**src/rtl/fifo_arb_pkg.sv**
```systemverilog
// Shared types and helpers for the FIFO write arbiter and related schedulers.
package fifo_arb_pkg;

  localparam int unsigned STAT_CNT_W = 16;

  typedef enum logic {
    ARB_IDLE,
    ARB_LOCKED
  } arb_state_e;

  // Modulo increment of a round-robin pointer; works for non-power-of-two counts.
  function automatic int unsigned rr_next(input int unsigned ptr, input int unsigned num_req);
    return (ptr + 1 >= num_req) ? 0 : ptr + 1;
  endfunction

endpackage

```
**src/rtl/fifo_wr_arbiter_rr_pick.sv**
```systemverilog
// Combinational round-robin search: first set bit of valid at or after start, wrapping at N.
module rr_pick #(
  parameter int unsigned N     = 4,
  parameter int unsigned IDX_W = $clog2(N)
) (
  input  logic [N-1:0]     valid,
  input  logic [IDX_W-1:0] start,
  output logic             found,
  output logic [IDX_W-1:0] idx
);

  int unsigned pos;

  always_comb begin
    found = 1'b0;
    idx   = start;
    pos   = 0;
    for (int unsigned i = 0; i < N; i++) begin
      pos = 32'(start) + i;
      if (pos >= N) pos = pos - N;
      if (!found && valid[pos]) begin
        found = 1'b1;
        idx   = IDX_W'(pos);
      end
    end
  end

endmodule

```
**src/rtl/fifo_wr_arbiter.sv**
```systemverilog
// Packet-aware round-robin arbiter sharing one sync FIFO write port.
// Optional per-requester packet / total beat counters: define FIFO_WR_ARB_STATS_EN.
module fifo_wr_arbiter
  import fifo_arb_pkg::*;
#(
  parameter  int unsigned NUM_REQ = 4,
  parameter  int unsigned DATA_W  = 32,
  localparam int unsigned ID_W    = $clog2(NUM_REQ)
) (
  input  logic                      clk,
  input  logic                      rst,
  input  logic [NUM_REQ-1:0]        req_valid,
  input  logic [NUM_REQ-1:0]        req_last,
  input  logic [NUM_REQ*DATA_W-1:0] req_data,
  output logic [NUM_REQ-1:0]        req_ready,
`ifdef FIFO_WR_ARB_STATS_EN
  output logic [NUM_REQ*STAT_CNT_W-1:0] pkt_cnt,
  output logic [31:0]               beat_cnt,
`endif
  input  logic                      fifo_full,
  output logic                      fifo_wen,
  output logic [DATA_W-1:0]         fifo_data,
  output logic [ID_W-1:0]           grant_id,
  output logic                      locked
);

  arb_state_e      state_q, state_d;
  logic [ID_W-1:0] rr_ptr_q, rr_ptr_d;
  logic [ID_W-1:0] gnt_q, gnt_d;
  logic            pick_found;
  logic [ID_W-1:0] pick_idx;
  logic [ID_W-1:0] g;
  logic            acc;

  rr_pick #(.N(NUM_REQ), .IDX_W(ID_W)) u_rr_pick (
    .valid (req_valid),
    .start (rr_ptr_q),
    .found (pick_found),
    .idx   (pick_idx)
  );

  always_ff @(posedge clk or posedge rst) begin
    if (rst) begin
      state_q  <= ARB_IDLE;
      rr_ptr_q <= '0;
      gnt_q    <= '0;
    end else begin
      state_q  <= state_d;
      rr_ptr_q <= rr_ptr_d;
      gnt_q    <= gnt_d;
    end
  end

  // Grant selection, zero-latency beat acceptance and lock/pointer transitions.
  always_comb begin
    state_d   = state_q;
    rr_ptr_d  = rr_ptr_q;
    gnt_d     = gnt_q;
    req_ready = '0;
    if (state_q == ARB_LOCKED) begin
      g            = gnt_q;
      acc          = req_valid[gnt_q] & ~fifo_full;
      req_ready[g] = ~fifo_full;
    end else begin
      g            = pick_idx;
      acc          = pick_found & ~fifo_full;
      req_ready[g] = pick_found & ~fifo_full;
    end
    if (acc) begin
      if (req_last[g]) begin
        state_d  = ARB_IDLE;
        rr_ptr_d = ID_W'(rr_next(32'(g), NUM_REQ));
      end else if (state_q == ARB_IDLE) begin
        state_d = ARB_LOCKED;
        gnt_d   = g;
      end
    end
  end

  assign fifo_wen  = acc;
  assign fifo_data = req_data[32'(g)*DATA_W +: DATA_W];
  assign grant_id  = g;
  assign locked    = (state_q == ARB_LOCKED);

`ifdef FIFO_WR_ARB_STATS_EN
  always_ff @(posedge clk or posedge rst) begin
    if (rst) begin
      pkt_cnt  <= '0;
      beat_cnt <= '0;
    end else if (acc) begin
      beat_cnt <= beat_cnt + 32'd1;
      if (req_last[g])
        pkt_cnt[32'(g)*STAT_CNT_W +: STAT_CNT_W] <=
          pkt_cnt[32'(g)*STAT_CNT_W +: STAT_CNT_W] + STAT_CNT_W'(1);
    end
  end
`endif

  a_no_wen_when_full: assert property (@(posedge clk) disable iff (rst) !(fifo_wen && fifo_full));

endmodule

```
**config.mk**
```make
export PLATFORM = sky130hd
export DESIGN_NAME = fifo_wr_arbiter
export DESIGN_NICKNAME = d
export VERILOG_FILES = /design/src/rtl/fifo_arb_pkg.sv /design/src/rtl/fifo_wr_arbiter_rr_pick.sv /design/src/rtl/fifo_wr_arbiter.sv
export SDC_FILE = /design/constraint.sdc
export NUM_CORES = 1
export LEC_CHECK = 0
export ABC_CLOCK_PERIOD_IN_PS = 2500
export BUFFER_PORTS_ARGS = -buffer_cell sky130_fd_sc_hd__clkbuf_2
export CAP_MARGIN = 10
export CORE_ASPECT_RATIO = 0.9
export CORE_MARGIN = 8
export CORE_UTILIZATION = 32
export CTS_CLUSTER_DIAMETER = 60
export DETAILED_ROUTE_END_ITERATION = 16
export PLACE_DENSITY = 0.88
export SYNTH_ARGS = -nofsm -noshare
export SYNTH_HDL_FRONTEND = slang
export SYNTH_SLANG_ARGS = --single-unit
```
**constraint.sdc**
```tcl
create_clock -name clk -period 2.5 [get_ports clk]
set_input_delay 0.125 -clock clk [delete_from_list [all_inputs] [get_ports clk]]
set_output_delay 0.125 -clock clk [all_outputs]
set_load 0.01 [all_outputs]
```
# [After elaboration in Yosys (flattened, before gate mapping)]
# Cells that the tools add are included.
[totals] register_bits=5 latch_bits=0 mem_bits_rw=0 romBits=0 in_bits=139 out_inout_bits=40 wordCells=76 n_memories=0
[classes] addsub=8 mul=0 div=0 n_lt_le_gt_ge=14 eq_ne=0 shift=1 mux=33 bitwise_logic=7 n_reduce_logical=10
[ops] operator="$lt A32 B3 Y1 const B" count=4
[ops] operator="$mux W32" count=4
[ops] operator="$shiftx A128 B8 Y32" count=1
[ops] operator="$ge A32 B3 Y1 const B" count=3
[ops] operator="$sub A32 B3 Y32 const B" count=3
[ops] operator="$mux W1" count=14
[ops] operator="$bmux W1 S2" count=6
[ops] operator="$mux W2" count=6
[ops] operator="$lt A2 B3 Y1 const B" count=3
[ops] operator="$and A4 B4 Y4" count=2
[ops] operator="$add A2 B1 Y3 const B" count=2
[ops] operator="$add A2 B2 Y3 const B" count=2
[ops] operator="$logic_and A1 B1 Y1" count=5
[ops] operator="$demux W1 S2" count=2
[ops] operator="$ge A2 B1 Y1 const B" count=2
[ops] operator="$mux W4" count=1
[ops] operator="$sub A2 B3 Y4 const B" count=1
[ops] operator="$ge A2 B3 Y1 const B" count=1
[ops] operator="$ge A3 B3 Y1 const B" count=1
[ops] operator="$logic_not A1 Y1" count=3
[ops] operator="$not A1 Y1" count=3
[ops] operator="$reduce_and A3 Y1" count=1
[ops] operator="$and A1 B1 Y1" count=2
[ops] operator="$reduce_and A2 Y1" count=1

# [Logic depth before layout (Yosys ltp)]
# Gate-level depths: netlist of run 1.
[depth] depth_word=20 depth_mapped=8 depth_no_buf=7

# [Cells and area by module]
# A second synthesis of run 1 with hierarchy kept.
[unflattened] cells_unflattened=110 hier_area_um2=1350.0
[modules_own_cells] mod="fifo_wr_arbiter" n_inst=1 cells_each=94 area_per_inst_um2=1253.7 seq_area_each_um2=125.1
[modules_own_cells] mod="rr_pick" n_inst=1 cells_each=16 area_per_inst_um2=96.3 seq_area_each_um2=0.0

# [Worst setup path after synthesis of run 1]
# No wires, ideal clock.
[synth_path] kind="reg2reg" startpoint="reg rr_ptr_q[1]" endpoint="reg rr_ptr_q[1]" setup_time_ps=128 t_arrival_ps=2141 t_required_ps=2372 slack_ps=232 path_stages_with_launch=8 synth_period_minus_slack_ps=2268 cell_sequence="dfrtp_1 -> and3b_1 -> or4_4 -> a31o_4 -> clkinv_4 -> buf_2 -> ha_1 -> mux2_1"
[synth_between] elab_chain_len=18
[synth_rtl] item="from (decl)" line_no="fifo_wr_arbiter.sv:28" rtl="logic [ID_W-1:0] rr_ptr_q, rr_ptr_d;"
[synth_rtl] item="from (signal assigned)" line_no="fifo_wr_arbiter.sv:49" rtl="rr_ptr_q <= rr_ptr_d;"
[synth_rtl] item="parallel branches: the longest is 13 deep, another holds $sub A32 B3 Y32"
[synth_rtl] item="$mux W2 (*)" line_no="fifo_wr_arbiter_rr_pick.sv:21" rtl="if (!found && valid[pos]) begin"
[synth_rtl] item="$mux W2 (*)" line_no="fifo_wr_arbiter.sv:60" rtl="if (state_q == ARB_LOCKED) begin"
[synth_rtl] item="named net grant_id[1]" line_no="fifo_wr_arbiter.sv:23" rtl="output logic [ID_W-1:0] grant_id,"
[synth_rtl] item="$add A2 B1 Y3 or $bmux W1 S2 (tied branches)" line_no="fifo_arb_pkg.sv:13, fifo_wr_arbiter.sv:70"
[synth_rtl] item="$ge A3 B3 Y1 or $mux W1 (tied branches)" line_no="fifo_arb_pkg.sv:13, fifo_wr_arbiter.sv:70"
[synth_rtl] item="$mux W2 or $reduce_and A2 Y1 (tied branches)"
# Mark *: on every way through the listed nets, which the timed path passes. The select of a mux whose other input is x is not followed.
# A chain may end at the register's enable or synchronous reset.

# [Worst setup path in the final report of run 1]
[layout_path] startpoint="reg rr_ptr_q[0]" endpoint="out fifo_data[11]"
[layout_between] elab_chain_len=16
[layout_rtl] item="parallel branches: the longest is 13 deep, another holds $sub A32 B3 Y32"
[layout_rtl] item="$mux W2 (*)" line_no="fifo_wr_arbiter_rr_pick.sv:21"
[layout_rtl] item="$mux W2 (*)" line_no="fifo_wr_arbiter.sv:60"
[layout_rtl] item="$shiftx A128 B8 Y32 (*)" line_no="fifo_wr_arbiter.sv:81" rtl="assign fifo_data = req_data[32'(g)*DATA_W +: DATA_W];"
[layout_rtl] item="to (decl)" line_no="fifo_wr_arbiter.sv:22" rtl="output logic [DATA_W-1:0] fifo_data,"
# Every way passes the cells marked *. The select of a mux whose other input is x is not followed.

==> results.md, run 1 <==
- Synth area leaders: mux4_2 54%, dfrtp_1 9.4%, mux2_1 2.5%, a21oi_1 2.3%, buf_2 2.3%
- I/O pin cnt: 179
- Gp weighted congestion: 0.868
- CTS tree: built
- Mean Syn Cell Area: 12.3 um^2
- Leakage: 0.00130 uW
- Setup TNS: 0 ns
- FF-to-FF setup slack: 0.22 ns
- CP Class: reg -> out
- Status: finished clean
- Achievable frequency: 0.416 GHz
- Total global routing track utilization: 0.212
- Worst hold path type: in -> reg
- Area share of the largest cell type after synthesis: 0.542
- First drt pass iteration count: 4
- Die Ht: 77.1 um
- Highest net fanout along the worst path: 13
- Clock skew: 0.000683 ns
- Top post-synthesis cells by count: 32 x mux4_2, 7 x nor2_1, 6 x a21oi_1, 6 x buf_2, 6 x inv_1
- Initial DRC count: 29
- DRC violations left: 0
- DPL Wire Length: 6.44 mm
- Fillcell total: 361
- H-tree depth: 1
- R2R cell count: 7
- Syn Nets: 248
- Unrepaired setup endpoints after global routing: no
- WL final: 7.21 mm
- First-pass GRT wire length: 11.2 mm
- Reg-to-reg endpoint: gnt_q[0]
- Die X: around 84 um
- Crit start category: flop
- Ys async rst share: 1.00
- Least-Margin Pin Slew: about 0.52 ns
- Area Overhead vs Synth: 80.9%
- Antenna Nets Post-Route: 0
- PwrDens: 1130 mW/mm^2
- Vias per cell: 5.37
- Vias in the first global route: roughly 2000
- CP arrival: 2.28 ns
- YS warnings: 0
- Worst stage delay on the critical path: 0.52 ns
- Final Hold Slack: 0.278 ns
- Fin. Hold Viols: 0
- Tmin final: ~2.4 ns
- TritonCTS Buffers: 3
- Worst path required time: 2.38 ns
- Placeable Area: ~0.0040 mm^2
- Site row count: 22
- Top cell type by total area after synthesis: mux4_2
- Vias: 1810
- Syn Std Cell Area: 0.00133 mm^2
- Synth unique cells: 40
- WHS Path Cells: 3
- Reg2Reg Launch Point: rr_ptr_q[0]
- CP startpoint: rr_ptr_q[0]
- CTS root buf: clkbuf_8
- Final Cycle Share: 0.962
- Fin. max-slew vios: 0
- Crit-path cells: and2b_1 -> or4_4 -> a31o_4 -> clkinv_8 -> buf_12 -> mux4_2 -> clkbuf_2
- Global route overflow: 0
- Final Setup Violations: 0
- Register area: 125 um^2
- Multi-input logic area: 0.00114 mm^2
- Layout cells sized above 1: 0.796
- Nature of the critical path endpoint: primary output
- Slew margin rel.: 0.648
- Top-count cell post-synth: mux4_2
- Clock sink total: 5
- Main synth FF type: dfrtp_1
- Post-synth EDFFs: 0
- Max-cap viol count: 0
- Clock Pin Slew Worst Setup and Hold Paths: 0.03 ns
- Input/output buffers: 178
- Max IR drop VDD: between 0.0006 and 0.0007 V
- Clk buf depth: 2
- Die area: about 0.0065 mm^2
- Nets@finish: 430
- Cells after Synth: around 110
- Initial antenna violation count: 0
- Initial core utilization: 0.328
- Seq/Total Area, Yosys: 0.0942
- Slowest-stage cell, CP: or4_4
- Worst-skew pair later-pin latency: 0.22 ns
- ANT cells: 0
- Drt wl/cell: 21.4 um
- Largest net degree at the start of global routing: 23
- #FFs+latches synth: 5
- CP endpoint: fifo_data[11]
[kinds of logic after synthesis]
group	after synthesis	share of synthesized area
AND/OR/NAND/NOR	25	0.111
multiplexers	37	0.584
flip-flops	5	0.0942
AO/OA/AOI/OAI	24	0.147
adder cells (fa/ha/maj)	1	0.00941
buffers and inverters	16	0.0546
[worst min path at each step]
stage	from	slack, ns	end
floorplan	rst	-0.1	gnt_q[0]
global placement	rst	0.01	gnt_q[1]
detailed placement	rst	0.007	gnt_q[0]
CTS	fifo_full	0.28	locked
global route	req_last[1]	0.31	gnt_q[1]
finish	fifo_full	0.28	locked
[placed cells by master (no fill, tap or decap), types with 2 or more instances in the layout]
cell type  count
a21oi_1        6
and2b_1        2
buf_12         2
nand2_1        4
buf_4          3
mux2_1         3
a211oi_1       2
o32ai_1        2
a311oi_1       2
inv_1          6
mux4_2        32
clkbuf_8       3
nor3_1         2
o21ai_1        2
dfrtp_1        5
nor2_1         7
clkbuf_2     178
[cell type report]
type,count,share of cell area
Clock buffer,4,0.0187
Sequential cell,5,0.0521
Multi-Input combinational cell,87,0.474
Inverter,8,0.0177
Timing Repair Buffer,185,0.412
Tap cell,48,0.0250
[routing by layer]
layer,vias to the layer above,track usage,wire [um]
met4,0,0.0621,176
li1,824,-,-
met3,16,0.0612,566
met5,-,0,0
met1,874,0.210,2540
met2,96,0.412,3920
[power breakdown]
| part | total [uW] | switching, uW | internal (uW) | leakage (uW) |
|---|---|---|---|---|
| registers | 179 | 59.8 | 119 | 0.0000561 |
| logic | 2390 | 1140 | 1250 | 0.00122 |
| clock network | 146 | 37.1 | 109 | 0.0000228 |
| total | 2710 | 1230 | 1480 | 0.00130 |
[metrics by stage]
stage	area [um^2]	power [uW]	cells	utilization	setup WS, ns
after floorplan	1330	1670	108	-	0.232
after global placement	2300	2420	329	0.568	0.248
final	2400	2710	337	0.594	0.0941
after detailed placement	2300	2480	329	0.568	0.169
after global routing	2400	2910	337	0.594	0.0111
after CTS	2400	2740	337	0.594	0.0873
[sequential cells by signal (all words and copies together), names as in the netlist]
register,flops
gnt_q,2
locked,1
rr_ptr_q,2
[critical path, delay by kind of cell (launching register included)]
kind            cells  cell delay (ns)
simple gates        2             0.72
flops               1             0.36
buf+inv             3             0.39
mux                 1             0.32
compound gates      1             0.26
[timing repair]
item	4_1_cts	5_1_grt
setup endpoints to repair	14	0
resized for setup	2	0
buffers inserted	2	0
hold buffers	1	0
hold endpoints to repair	5	0
No activity file was read; power rests on OpenSTA's default activity.
==> run 2: changes to the inputs <==
--- a/config.mk
+++ b/config.mk
@@ -7,13 +7,12 @@
 export LEC_CHECK = 0
 export ABC_CLOCK_PERIOD_IN_PS = 2500
 export BUFFER_PORTS_ARGS = -buffer_cell sky130_fd_sc_hd__clkbuf_2
-export CAP_MARGIN = 10
-export CORE_ASPECT_RATIO = 0.9
-export CORE_MARGIN = 8
-export CORE_UTILIZATION = 32
+export CORE_AREA = 2 2 70 72
 export CTS_CLUSTER_DIAMETER = 60
 export DETAILED_ROUTE_END_ITERATION = 16
-export PLACE_DENSITY = 0.88
+export DIE_AREA = 0 0 72 74
+export PLACE_DENSITY = 0.81
+export REMOVE_ABC_BUFFERS = 1
 export SYNTH_ARGS = -nofsm -noshare
 export SYNTH_HDL_FRONTEND = slang
 export SYNTH_SLANG_ARGS = --single-unit
==> run 2 against run 1 <==
Sequential cell count unchanged. Global-route usage up 0.86 points. Register-to-register slack gained 0.03 ns. Via count is 1.7% lower. Worst setup slack got worse by 0.024 ns. Die area fell by 18%. Clock skew is essentially flat. Utilization is 8.1 points lower. Clock-buffer cell count unchanged.
==> results.md, run 2 (same netlist as run 1, synthesis figures left out) <==
- Gp weighted congestion: 0.833 (-4.0%)
- Reg-to-reg endpoint: rr_ptr_q[1]
- TritonCTS Buffers: 3 (unchanged)
- PwrDens: 1060 mW/mm^2 (-5.6%)
- Input/output buffers: 178 (unchanged)
- Area Overhead vs Synth: 77.6%
- Tmin final: 2.43 ns (+0.0235 ns)
- Clock skew: 0.000851 ns (+0.000168 ns)
- Post-Layout Cell Count: 343 (+1.8%)
- Initial antenna violation count: 4 (+4)
- Crit path max-delay family: simple AND/OR/NAND/NOR gates
- Achievable frequency: 0.412 GHz (-0.97%)
- First drt pass iteration count: 6 (+2)
- Vias in the first global route: 1796 (-11%)
- Final Setup Violations: 0 (unchanged)
- Commonest non-fill, non-tap cell in the layout: clkbuf_2
- WP buf/inv: 3 (unchanged)
- Reg2Reg Launch Point: rr_ptr_q[1]
- Clock Pin Slew Worst Setup and Hold Paths: 0.03 ns (about the same)
- Clock sink total: 5 (unchanged)
- CTS root buf: clkbuf_8
- Final Cycle Share: 0.972 (+0.00940)
- CP endpoint: fifo_data[22]
- Most frequent cells in the layout: 178 x clkbuf_2, 32 x mux4_2, 7 x nor2_1, 6 x a21oi_1, 6 x inv_1
- Vias per cell: 5.19 (-3.4%)
- H-tree depth: 1 (unchanged)
- Pre-CTS WS: 0.233 ns (+0.0634 ns)
- Fin. Hold Viols: 0 (unchanged)
- Site row count: 25 (+14%)
- Fin worst setup slack: 0.0706 ns (-0.0235 ns)
- Global route overflow: 0 (unchanged)
- Placeable Area: 0.00460 mm^2 (+14%)
- Dpl cell area: 0.00229 mm^2 (-0.44%)
- Initial DRC count: 29 (unchanged)
- FF-to-FF setup slack: 0.25 ns (+0.03 ns)
- Highest net fanout along the worst path: 17 (+4)
- Worst path required time: 2.38 ns (about the same)
- Largest net degree at the start of global routing: 20 (-13%)
- Drt wl/cell: 17.4 um (-18%)
- CP Class: reg -> out
- DRC violations left: 0 (unchanged)
- Worst stage delay on the critical path: 0.50 ns (-0.02 ns)
- Crit path depth: 7 (unchanged)
- Slew margin rel.: 0.649 (+0.000651)
- CTS tree: built
- Setup TNS: 0 ns (unchanged)
- Nature of the critical path endpoint: primary output
- Antenna Nets Post-Route: 0 (unchanged)
- CP startpoint: rr_ptr_q[1]
- First-pass GRT wire length: 8.75 mm (-22%)
- Total global routing track utilization: 0.221 (+0.00856)
- I/O pin cnt: 179 (unchanged)
- Worst hold path type: in -> reg
- Die area: 0.00533 mm^2 (-18%)
- Fillcell total: 443 (+23%)
- Layout cells sized above 1: 0.794 (-0.00142)
- Unrepaired setup endpoints after global routing: yes
- Status: finished clean
- Register area: 125 um^2 (unchanged)
- Clk buf depth: 2 (unchanged)
- Least-Margin Pin Slew: 0.524 ns (-0.000971 ns)
- R2R cell count: 7 (unchanged)
- Multi-input logic area: 0.00114 mm^2 (unchanged)
- Leakage: 0.00127 uW (-2.1%)
- Die Ht: 74 um (-4.1%)
- CP arrival: 2.30 ns (+0.02 ns)
- Crit start category: flop
- Die X: 72 um (-14%)
- DPL Wire Length: 5.53 mm (-14%)
- Worst-skew pair later-pin latency: 0.22 ns (about the same)
- Vias: 1779 (-1.7%)
- WL final: 5.99 mm (-17%)
- Slowest-stage cell, CP: or4_4
- Post-Place Cells: 336 (+2.1%)
- Nets@finish: 428 (-0.47%)
- Fin. max-slew vios: 0 (unchanged)
- Design Area, Final: 0.00236 mm^2 (-1.8%)
- Initial core utilization: 0.289 (-0.0394)
- Crit-path cells: and3b_1 -> or4_4 -> a31o_4 -> clkinv_4 -> buf_6 -> mux4_2 -> clkbuf_2
- Final core utilization: 0.513 (-0.0808)
- Max IR drop VDD: 0.000528 V (-14%)
- Max-cap viol count: 0 (unchanged)
-- run 2: how the worst min path moves through the flow --
stage               startpoint        to  slack [ns]  depth (start not counted)
floorplan                  rst  gnt_q[0]        -0.1                          1
global placement           rst  gnt_q[0]        0.01                          2
detailed placement         rst  gnt_q[1]        0.02                          2
CTS                  fifo_full    locked        0.27                          3
global route         fifo_full    locked        0.33                          3
finish               fifo_full    locked        0.27                          3
-- run 2: layer usage --
layer / vias up / GRT usage / routed length (um)
met5: - / 0 / 40
met4: 6 / 0.0419 / 70
met3: 20 / 0.127 / 861
met2: 111 / 0.413 / 2990
met1: 818 / 0.213 / 2020
li1: 824 / - / -
-- run 2: power breakdown --
| group | internal (uW) | total (uW) | switching, uW | leakage [uW] |
|---|---|---|---|---|
| clock | 109 | 145 | 35.5 | 0.0000228 |
| combinational | 1150 | 2190 | 1040 | 0.00119 |
| sequential | 119 | 178 | 58.8 | 0.0000561 |
-- run 2: timing repair --
action                                  in CTS  in global routing
gates resized for setup                      0                  3
hold endpoints to repair                     5                  0
endpoints found under the setup margin       0                 32
buffers inserted                             0                  0
hold buffers                                 1                  0
-- run 2: stage by stage --
| step | power, uW | hold slack [ns] |
|---|---|---|
| CTS | 2520 | 0.266 |
| detailed placement | 2370 | 0.0152 |
| finish | 2510 | 0.274 |
| global route | 2710 | 0.326 |
| global placement | 2330 | 0.0107 |
| floorplan | 1650 | -0.0965 |
-- run 2: tightest hold or removal path: cells and delay by family --
family | cells | cell delay [ns]
buffers and inverters | 1 | 0.13
AO/OA/AOI/OAI | 2 | 0.19
-- run 2: final cells by class --
| cell class | instances | share of cell area |
|---|---|---|
| Inverter | 8 | 0.0148 |
| Antenna cell | 2 | 0.00212 |
| Multi-Input combinational cell | 87 | 0.483 |
| Timing Repair Buffer | 183 | 0.399 |
| Sequential cell | 5 | 0.0530 |
| Clock buffer | 4 | 0.0191 |
| Tap cell | 54 | 0.0286 |
